==> src/rtl/grid_scan_pkg.sv <==
// grid_scan_pkg: shared state encoding and width helper for the grid scan sequencer
package grid_scan_pkg;
  typedef enum logic {IDLE, ISSUE} scan_state_t;
  function automatic int clog2_min1(int n);
    return (n > 1) ? $clog2(n) : 1;
  endfunction
endpackage

==> src/rtl/grid_step.sv <==
// grid_step: raster-order successor of (x,y) with row-wrap flag and last-cell detect
module grid_step
  import grid_scan_pkg::*;
#(
  parameter int WIDTH  = 4,
  parameter int HEIGHT = 4
) (
  input  logic [clog2_min1(WIDTH)-1:0]  x,
  input  logic [clog2_min1(HEIGHT)-1:0] y,
  output logic [clog2_min1(WIDTH)-1:0]  nx,
  output logic [clog2_min1(HEIGHT)-1:0] ny,
  output logic                          wrap,
  output logic                          is_last
);
  localparam int XW = clog2_min1(WIDTH);
  localparam int YW = clog2_min1(HEIGHT);
  localparam logic [XW-1:0] XMAX = XW'(WIDTH - 1);
  localparam logic [YW-1:0] YMAX = YW'(HEIGHT - 1);
  logic [YW-1:0] ys;
  // wrap selects the row increment; is_last flags whether the successor cell is the frame's final cell
  always_comb begin
    wrap    = (x == XMAX);
    nx      = wrap ? '0 : x + 1'b1;
    ny      = y + 1'b1;
    ys      = wrap ? ny : y;
    is_last = (nx == XMAX) && (ys == YMAX);
  end
endmodule

==> src/rtl/grid_scan_ctrl.sv <==
// grid_scan_ctrl: raster-order cell coordinate sequencer with valid/ready output
module grid_scan_ctrl
  import grid_scan_pkg::*;
#(
  parameter int WIDTH      = 4,
  parameter int HEIGHT     = 4,
  parameter int CONTINUOUS = 0
) (
  input  logic                                clock,
  input  logic                                reset_n,
  input  logic                                start,
  input  logic                                abort,
  output logic                                out_valid,
  input  logic                                out_ready,
  output logic [clog2_min1(WIDTH)-1:0]        out_x,
  output logic [clog2_min1(HEIGHT)-1:0]       out_y,
  output logic [clog2_min1(WIDTH*HEIGHT)-1:0] out_addr,
  output logic                                out_last,
  output logic                                busy,
  output logic                                done
);
  localparam int XW = clog2_min1(WIDTH);
  localparam int YW = clog2_min1(HEIGHT);
  localparam int AW = clog2_min1(WIDTH * HEIGHT);
  localparam logic ONE_CELL = (WIDTH * HEIGHT == 1);
  localparam logic WRAP_FRAME = (CONTINUOUS != 0);
  scan_state_t state, state_d;
  logic [XW-1:0] x_d, nx;
  logic [YW-1:0] y_d, ny;
  logic [AW-1:0] addr_d;
  logic last_d, done_d, wrap, nlast;
  grid_step #(.WIDTH(WIDTH), .HEIGHT(HEIGHT)) u_step (
    .x(out_x), .y(out_y), .nx(nx), .ny(ny), .wrap(wrap), .is_last(nlast)
  );
  assign out_valid = (state == ISSUE);
  assign busy      = out_valid;
  // next state and next beat: abort beats any same-cycle transfer, a frame restart zeroes the coordinates
  always_comb begin
    state_d = state;
    x_d     = out_x;
    y_d     = out_y;
    addr_d  = out_addr;
    last_d  = out_last;
    done_d  = 1'b0;
    if (state == IDLE) begin
      if (start && !abort) begin
        state_d = ISSUE;
        x_d     = '0;
        y_d     = '0;
        addr_d  = '0;
        last_d  = ONE_CELL;
      end
    end else if (abort) begin
      state_d = IDLE;
      x_d     = '0;
      y_d     = '0;
      addr_d  = '0;
      last_d  = 1'b0;
    end else if (out_ready) begin
      if (out_last) begin
        state_d = WRAP_FRAME ? ISSUE : IDLE;
        x_d     = '0;
        y_d     = '0;
        addr_d  = '0;
        last_d  = WRAP_FRAME && ONE_CELL;
        done_d  = 1'b1;
      end else begin
        x_d    = nx;
        y_d    = wrap ? ny : out_y;
        addr_d = out_addr + 1'b1;
        last_d = nlast;
      end
    end
  end
  // state, beat and done registers
  always_ff @(posedge clock or negedge reset_n) begin
    if (!reset_n) begin
      state    <= IDLE;
      out_x    <= '0;
      out_y    <= '0;
      out_addr <= '0;
      out_last <= 1'b0;
      done     <= 1'b0;
    end else begin
      state    <= state_d;
      out_x    <= x_d;
      out_y    <= y_d;
      out_addr <= addr_d;
      out_last <= last_d;
      done     <= done_d;
    end
  end
endmodule

==> config.mk <==
export PLATFORM = sky130hd
export DESIGN_NAME = grid_scan_ctrl
export DESIGN_NICKNAME = d
export VERILOG_FILES = /design/src/rtl/grid_scan_pkg.sv /design/src/rtl/grid_step.sv /design/src/rtl/grid_scan_ctrl.sv
export SDC_FILE = /design/constraint.sdc
export NUM_CORES = 1
export LEC_CHECK = 0
export CAP_MARGIN = 15
export CORE_MARGIN = 2
export CORE_UTILIZATION = 42
export CTS_BUF_LIST = sky130_fd_sc_hd__clkbuf_4 sky130_fd_sc_hd__clkbuf_8
export CTS_CLUSTER_DIAMETER = 50
export DETAILED_ROUTE_END_ITERATION = 12
export HOLD_SLACK_MARGIN = 0.08
export PLACE_DENSITY = 0.82
export SKIP_CTS_REPAIR_TIMING = 1
export SYNTH_ARGS = -nofsm -noshare
export SYNTH_HDL_FRONTEND = slang
export SYNTH_HIERARCHICAL = 1
export SYNTH_SLANG_ARGS = --single-unit
==> constraint.sdc <==
create_clock -name clock -period 1.7 [get_ports clock]
set_input_delay 0.255 -clock clock [delete_from_list [all_inputs] [get_ports clock]]
set_output_delay 0.255 -clock clock [all_outputs]
set_load 0.005 [all_outputs]
==> impl_metrics.csv, run 1 <==
group,metric,value,unit
run_status,run_status,"completed",
cts,cts.sink_count,11,
critical_path,crit_slowest_cell,"sky130_fd_sc_hd__clkdlybuf4s50_1",
cts,clkTransAtPathRegs,0.07,ns
floorplanning,core_area,1350,um2
power_and_ir_drop,power_leakage,0.3928,nW
cts,insertion_delay,0.27,ns
floorplanning,placementRows,13,
timing,max_slew.worst_pin.slew,0.4970,ns
detailed_routing,drt_first_pass_iters,4,
yosys,synth-seq-cells,11,
hold_path,hold_class,"input pin to async pin",
place,hpwlAfterDp,857.7,um
yosys,synth.lib_cells_used.distinct,26,
yosys,mappedNetlistArea,621.8,um2
timing,post-route-worst-setup-slack,0.1714,ns
yosys,synth_area_per_cell,11.31,um2
critical_path,ordered_list_of_cells_on_the_worst_path,"clkdlybuf4s50_1",
timing,setup-tns-final,0,ns
finish,area_growth_syn_to_layout,36.02,%
floorplanning,die_w,42.48,um
place,numPlacedInstances,88,
global_routing,grt_overall_usage,0.1545,
cts,cts_inserted_buffers,3,
finish,post_layout_nonfiller_instances,92,
timing,finalWorstPathRequiredPeriod,1.529,ns
yosys,ys_seq_area_frac,0.4427,
power_and_ir_drop,p_per_area,651.3,nW/um2
detailed_routing,routed_wire_length_per_instance,12.77,um
timing,final_min_period_over_clock_period,0.8992,
place,detailedPlace.worstSlack,0.05030,ns
finish,post-route-util,0.6265,
critical_path,path_class,"flip-flop to primary output",
timing,rsz0062_at_grt,"false",
floorplanning,initial_core_util,0.4606,
timing,slew_violations,0,
timing,finClkSkew,0.009889,ns
detailed_routing,first_iter_violations,11,
critical_path,cp_slowest_stage_delay,0.54,ns
cts,clock_tree_from_tritoncts,"done",
global_routing,pin_count_of_the_biggest_net_entering_global_routing,12,
timing,worst_hold_slack,0.3162,ns
floorplanning,top_level_ports,17,
timing,max_clock_freq,0.6542,GHz
timing,finalHoldViolCount,0,
place,globalplace.congestion,0.7349,
power_and_ir_drop,vdd_drop_max,0.4824,mV
cts,htree_num_levels,1,
run,timing.max_cap.violations,0,
finish,antenna_cells,0,
detailed_routing,wirelength,1175,um
global_routing,grt_pass1_vias,507,
critical_path,crit_family,"buffers and inverters",
floorplanning,fp.dieArea,1805,um2
floorplanning,die_h,42.48,um
timing,max-slew-margin-rel,0.6676,
yosys,postSynthCellCount,55,
global_routing,grt_antenna_before_repair,0,
place,place.port_buffers,16,
detailed_routing,total_number_of_vias,501,
finish,post_route_cells_drive_above_1_share,0.1688,
critical_path,cp.required,1.44,ns
detailed_routing,detail_route.drc_violations,0,
critical_path,cp-end-kind,"primary output",
critical_path,critical_path.max_fanout,8,
global_routing,remaining_overflow_grt,0,
timing,finalSetupViolations,0,
critical_path,worstPathArrival,1.27,ns
finish,nNetsFinal,87,
cts,cts-root-buf,"sky130_fd_sc_hd__clkbuf_4",
critical_path,critical_path_buf_inv_count,1,
yosys,yosys_warns,6,
yosys,syn_nets,64,
critical_path,start_kind,"flip-flop",
cts,cts.path.max_buffers,2,
global_routing,wire_length_of_the_first_global_routing_pass,2132,um
detailed_routing,via_per_inst,5.446,
detailed_routing,ant_nets,0,
==> cells in the final DEF (no fill, tap or decap), drive strengths merged, types with 3 or more instances in the layout <==
cell	count
inv	5
clkbuf	4
a22o	3
nor2b	3
nor2	4
dfrtp	11
ha	4
clkdlybuf4s50	16
buf	3
==> kinds of logic after synthesis <==
| kind of cell | share of synthesized area |
|---|---|
| AO/OA/AOI/OAI | 0.1610 |
| XOR/XNOR | 0.02817 |
| adder cells (fa/ha/maj) | 0.08049 |
| buffers and inverters | 0.04226 |
| flip-flops | 0.4426 |
| multiplexers | 0.03621 |
| AND/OR/NAND/NOR | 0.2092 |
==> metal layers <==
layer,part of all wire,up-vias,global-route usage
met5,0,-,0
li1,-,245,-
met1,0.48,238,0.2011
met4,0,0,0.03750
met3,0.057,0,0.05603
met2,0.46,18,0.2431
==> synth_stat cells <==
cell type,instances,share of area
sky130_fd_sc_hd__nand4b_1,1,0.014
sky130_fd_sc_hd__nor4b_2,1,0.024
sky130_fd_sc_hd__inv_1,5,0.030
sky130_fd_sc_hd__nor2_1,4,0.024
sky130_fd_sc_hd__a31oi_1,2,0.020
sky130_fd_sc_hd__a22o_1,3,0.042
sky130_fd_sc_hd__xnor2_1,1,0.014
sky130_fd_sc_hd__nor2b_1,3,0.030
sky130_fd_sc_hd__ha_1,4,0.080
sky130_fd_sc_hd__a211o_1,2,0.028
sky130_fd_sc_hd__a311oi_1,1,0.014
sky130_fd_sc_hd__mux2_2,2,0.036
sky130_fd_sc_hd__nand2_1,1,0.0060
sky130_fd_sc_hd__buf_4,1,0.012
sky130_fd_sc_hd__nor4b_1,1,0.014
sky130_fd_sc_hd__xor2_1,1,0.014
sky130_fd_sc_hd__o22ai_2,1,0.020
sky130_fd_sc_hd__nand2b_1,1,0.010
sky130_fd_sc_hd__o2bb2ai_1,2,0.028
sky130_fd_sc_hd__o21ai_1,1,0.0080
sky130_fd_sc_hd__nand3_1,1,0.0080
sky130_fd_sc_hd__and3b_1,2,0.028
sky130_fd_sc_hd__dfrtp_1,11,0.44
sky130_fd_sc_hd__nand3b_1,1,0.012
sky130_fd_sc_hd__and4bb_2,1,0.020
sky130_fd_sc_hd__or3b_4,1,0.018
==> area by class of cell <==
cell class	instances	area, um2
Clock buffer	4	30.03
Sequential cell	11	275.3
Inverter	5	18.77
Fill cell	111	504.2
Timing Repair Buffer	19	182.7
Tap cell	15	18.77
Multi-Input combinational cell	38	320.3
==> stage by stage <==
step                total power, mW  instance area, um2
CTS                          0.5624               845.8
global route                 0.5822               845.8
floorplan                    0.3182               621.8
finish                       0.5509               845.8
global placement             0.3655               815.8
detailed placement           0.3664               815.8
==> path summary, 6_finish.rpt <==
check / start / endpoint / slack, ns / depth (start not counted)
worst max register to register: out_x[0] / out_last / 0.31 / 6
max in group asynchronous: reset_n / out_addr[3] / 1.04 / 1
worst min register to register: out_addr[3] / out_addr[3] / 0.57 / 1
min in group clock: out_addr[3] / out_addr[3] / 0.57 / 1
worst min-delay path: reset_n / out_y[0] / 0.32 / 1
worst max-delay path: busy / busy / 0.17 / 1
==> where the power goes <==
part           internal, mW  leakage (nW)  total (mW)  switching [mW]
sequential            0.270         0.151       0.281          0.0118
clock                 0.107        0.0184       0.190          0.0832
combinational        0.0469         0.224      0.0796          0.0327
total                 0.423         0.393       0.551           0.128
==> sequential cells by signal, indices dropped and copies added, names as in the netlist <==
register,cells
busy,1
done,1
out_addr,4
out_last,1
out_x,2
out_y,2
Power figures use the tool's default switching activity.
==> run 2, diff against run 1 <==
--- a/config.mk
+++ b/config.mk
@@ -5,14 +5,15 @@
 export SDC_FILE = /design/constraint.sdc
 export NUM_CORES = 1
 export LEC_CHECK = 0
+export ABC_CLOCK_PERIOD_IN_PS = 1700
 export CAP_MARGIN = 15
 export CORE_MARGIN = 2
-export CORE_UTILIZATION = 42
+export CORE_UTILIZATION = 45
 export CTS_BUF_LIST = sky130_fd_sc_hd__clkbuf_4 sky130_fd_sc_hd__clkbuf_8
 export CTS_CLUSTER_DIAMETER = 50
 export DETAILED_ROUTE_END_ITERATION = 12
 export HOLD_SLACK_MARGIN = 0.08
-export PLACE_DENSITY = 0.82
+export PLACE_DENSITY = 0.86
 export SKIP_CTS_REPAIR_TIMING = 1
 export SYNTH_ARGS = -nofsm -noshare
 export SYNTH_HDL_FRONTEND = slang
==> impl_metrics.csv, run 2 (synthesis gave the netlist of run 1 again) <==
group,metric,value,unit
timing,max_clock_freq,0.6486,GHz
finish,layout.filler_cells,112,
cts,cts.sink_count,11,
floorplanning,top_level_ports,17,
critical_path,start_kind,"flip-flop",
finish,nNetsFinal,87,
critical_path,crit_slowest_cell,"sky130_fd_sc_hd__clkdlybuf4s50_1",
cts,clock_tree_from_tritoncts,"done",
floorplanning,placementRows,13,
timing,finalSetupViolations,0,
cts,cts-root-buf,"sky130_fd_sc_hd__clkbuf_4",
critical_path,worstPathArrival,1.29,ns
detailed_routing,wirelength,1232,um
timing,finalHoldViolCount,0,
timing,finClkSkew,0.004358,ns
power_and_ir_drop,vdd_drop_max,0.5072,mV
floorplanning,fp.dieArea,1695,um2
finish,register_area,275.3,um2
finish,post_route_cells_drive_above_1_share,0.1688,
finish,final_common_cell,"sky130_fd_sc_hd__clkdlybuf4s50_1",
place,globalplace.congestion,0.6480,
cts,clkTransAtPathRegs,0.07,ns
finish,largestRegisters,"out_addr: 4 flops, out_x: 2 flops, out_y: 2 flops",
finish,antenna_cells,0,
hold_path,hold_class,"input pin to async pin",
critical_path,critical_path_buf_inv_count,1,
critical_path,ordered_list_of_cells_on_the_worst_path,"clkdlybuf4s50_1",
floorplanning,initial_core_util,0.4779,
detailed_routing,ant_nets,0,
run,timing.max_cap.violations,0,
finish,largest_register_ffs,4,
critical_path,cp-end-kind,"primary output",
finish,layout.cells.most_common_list,"sky130_fd_sc_hd__clkdlybuf4s50_1, sky130_fd_sc_hd__dfrtp_1, sky130_fd_sc_hd__inv_1",
cts,htree_num_levels,1,
detailed_routing,first_iter_violations,4,
detailed_routing,routed_wire_length_per_instance,13.39,um
global_routing,grt_antenna_before_repair,0,
power_and_ir_drop,power_leakage,0.3932,nW
detailed_routing,total_number_of_vias,510,
global_routing,remaining_overflow_grt,0,
timing,rsz0062_at_grt,"false",
detailed_routing,detail_route.drc_violations,0,
place,place.port_buffers,16,
critical_path,path_class,"flip-flop to primary output",
critical_path,critical_path.max_fanout,8,
place,placedInstanceArea,815.8,um2
place,detailedPlace.worstSlack,0.03234,ns
finish,area_growth_syn_to_layout,36.02,%
cts,cts.path.max_buffers,2,
detailed_routing,drt_first_pass_iters,3,
cts,cts_inserted_buffers,3,
floorplanning,die_w,41.18,um
finish,layout.cell_area.non_filler,845.8,um2
timing,max-slew-margin-rel,0.6670,
critical_path,cp_slowest_stage_delay,0.54,ns
floorplanning,core_area,1301,um2
cts,insertion_delay,0.27,ns
finish,post-route-util,0.6500,
power_and_ir_drop,p_per_area,657.6,nW/um2
global_routing,grt_overall_usage,0.1964,
global_routing,wire_length_of_the_first_global_routing_pass,2035,um
timing,slew_violations,0,
global_routing,grt_pass1_vias,500,
detailed_routing,via_per_inst,5.543,
floorplanning,die_h,41.18,um
place,hpwlAfterDp,961.9,um
timing,setup-tns-final,0,ns
critical_path,crit_family,"buffers and inverters",
timing,post-route-worst-setup-slack,0.1583,ns
timing,final_min_period_over_clock_period,0.9069,
run_status,run_status,"completed",
timing,max_slew.worst_pin.slew,0.4979,ns
global_routing,pin_count_of_the_biggest_net_entering_global_routing,12,
timing,finalWorstPathRequiredPeriod,1.542,ns
critical_path,cp.required,1.44,ns
finish,regMostFlops,"out_addr",
finish,multi_input_area,320.3,um2
## run 2: cell counts in the layout (fill, tap and decap cells not counted)
No cell type changed its count.
## run 2: power by group
part / internal [mW] / switching (mW) / total (mW)
clock: 0.107 / 0.0850 / 0.192
sequential: 0.270 / 0.0119 / 0.282
combinational: 0.0486 / 0.0341 / 0.0826
## run 2: area by class of cell
type	instances	share of cell area
multi-input cells	38	0.3787
flip-flops and latches	11	0.3254
repair buffers	19	0.2160
clock buffers	4	0.03550
inverters	5	0.02219
well taps	15	0.02219
## run 2: worst paths after layout
kind                        startpoint  slack [ns]           to  cells past startpoint
min                            reset_n        0.32         done                      1
max                               busy        0.16         busy                      1
max in group asynchronous      reset_n        1.05  out_addr[3]                      1
max reg2reg                       busy        0.32  out_addr[3]                      3
min in group clock         out_addr[3]        0.58  out_addr[3]                      1
min reg2reg                out_addr[3]        0.58  out_addr[3]                      1
## run 2: stage by stage
| stage | cells | power, mW | hold WS (ns) |
|---|---|---|---|
| after detailed placement | 88 | 0.3700 | 0.5574 |
| final | 92 | 0.5562 | 0.3151 |
| after floorplan | 55 | 0.3182 | -0.04059 |
| after CTS | 92 | 0.5640 | 0.3254 |
| after global routing | 92 | 0.5822 | 0.3623 |
| after global placement | 88 | 0.3661 | 0.5447 |
## run 2: routing by layer
| layer | part of all wire | vias up | track usage |
|---|---|---|---|
| met3 | 0.052 | 5 | 0.08696 |
| met4 | 0.013 | 0 | 0.07258 |
| met5 | 0 | - | 0 |
| met2 | 0.49 | 12 | 0.3320 |
| li1 | - | 250 | - |
| met1 | 0.44 | 243 | 0.2148 |
==> run 3, diff against run 2 <==
--- a/config.mk
+++ b/config.mk
@@ -5,7 +5,6 @@
 export SDC_FILE = /design/constraint.sdc
 export NUM_CORES = 1
 export LEC_CHECK = 0
-export ABC_CLOCK_PERIOD_IN_PS = 1700
 export CAP_MARGIN = 15
 export CORE_MARGIN = 2
 export CORE_UTILIZATION = 45
==> results of run 3 <==
No change in the layout: final DEF, timing and power equal those of run 2.
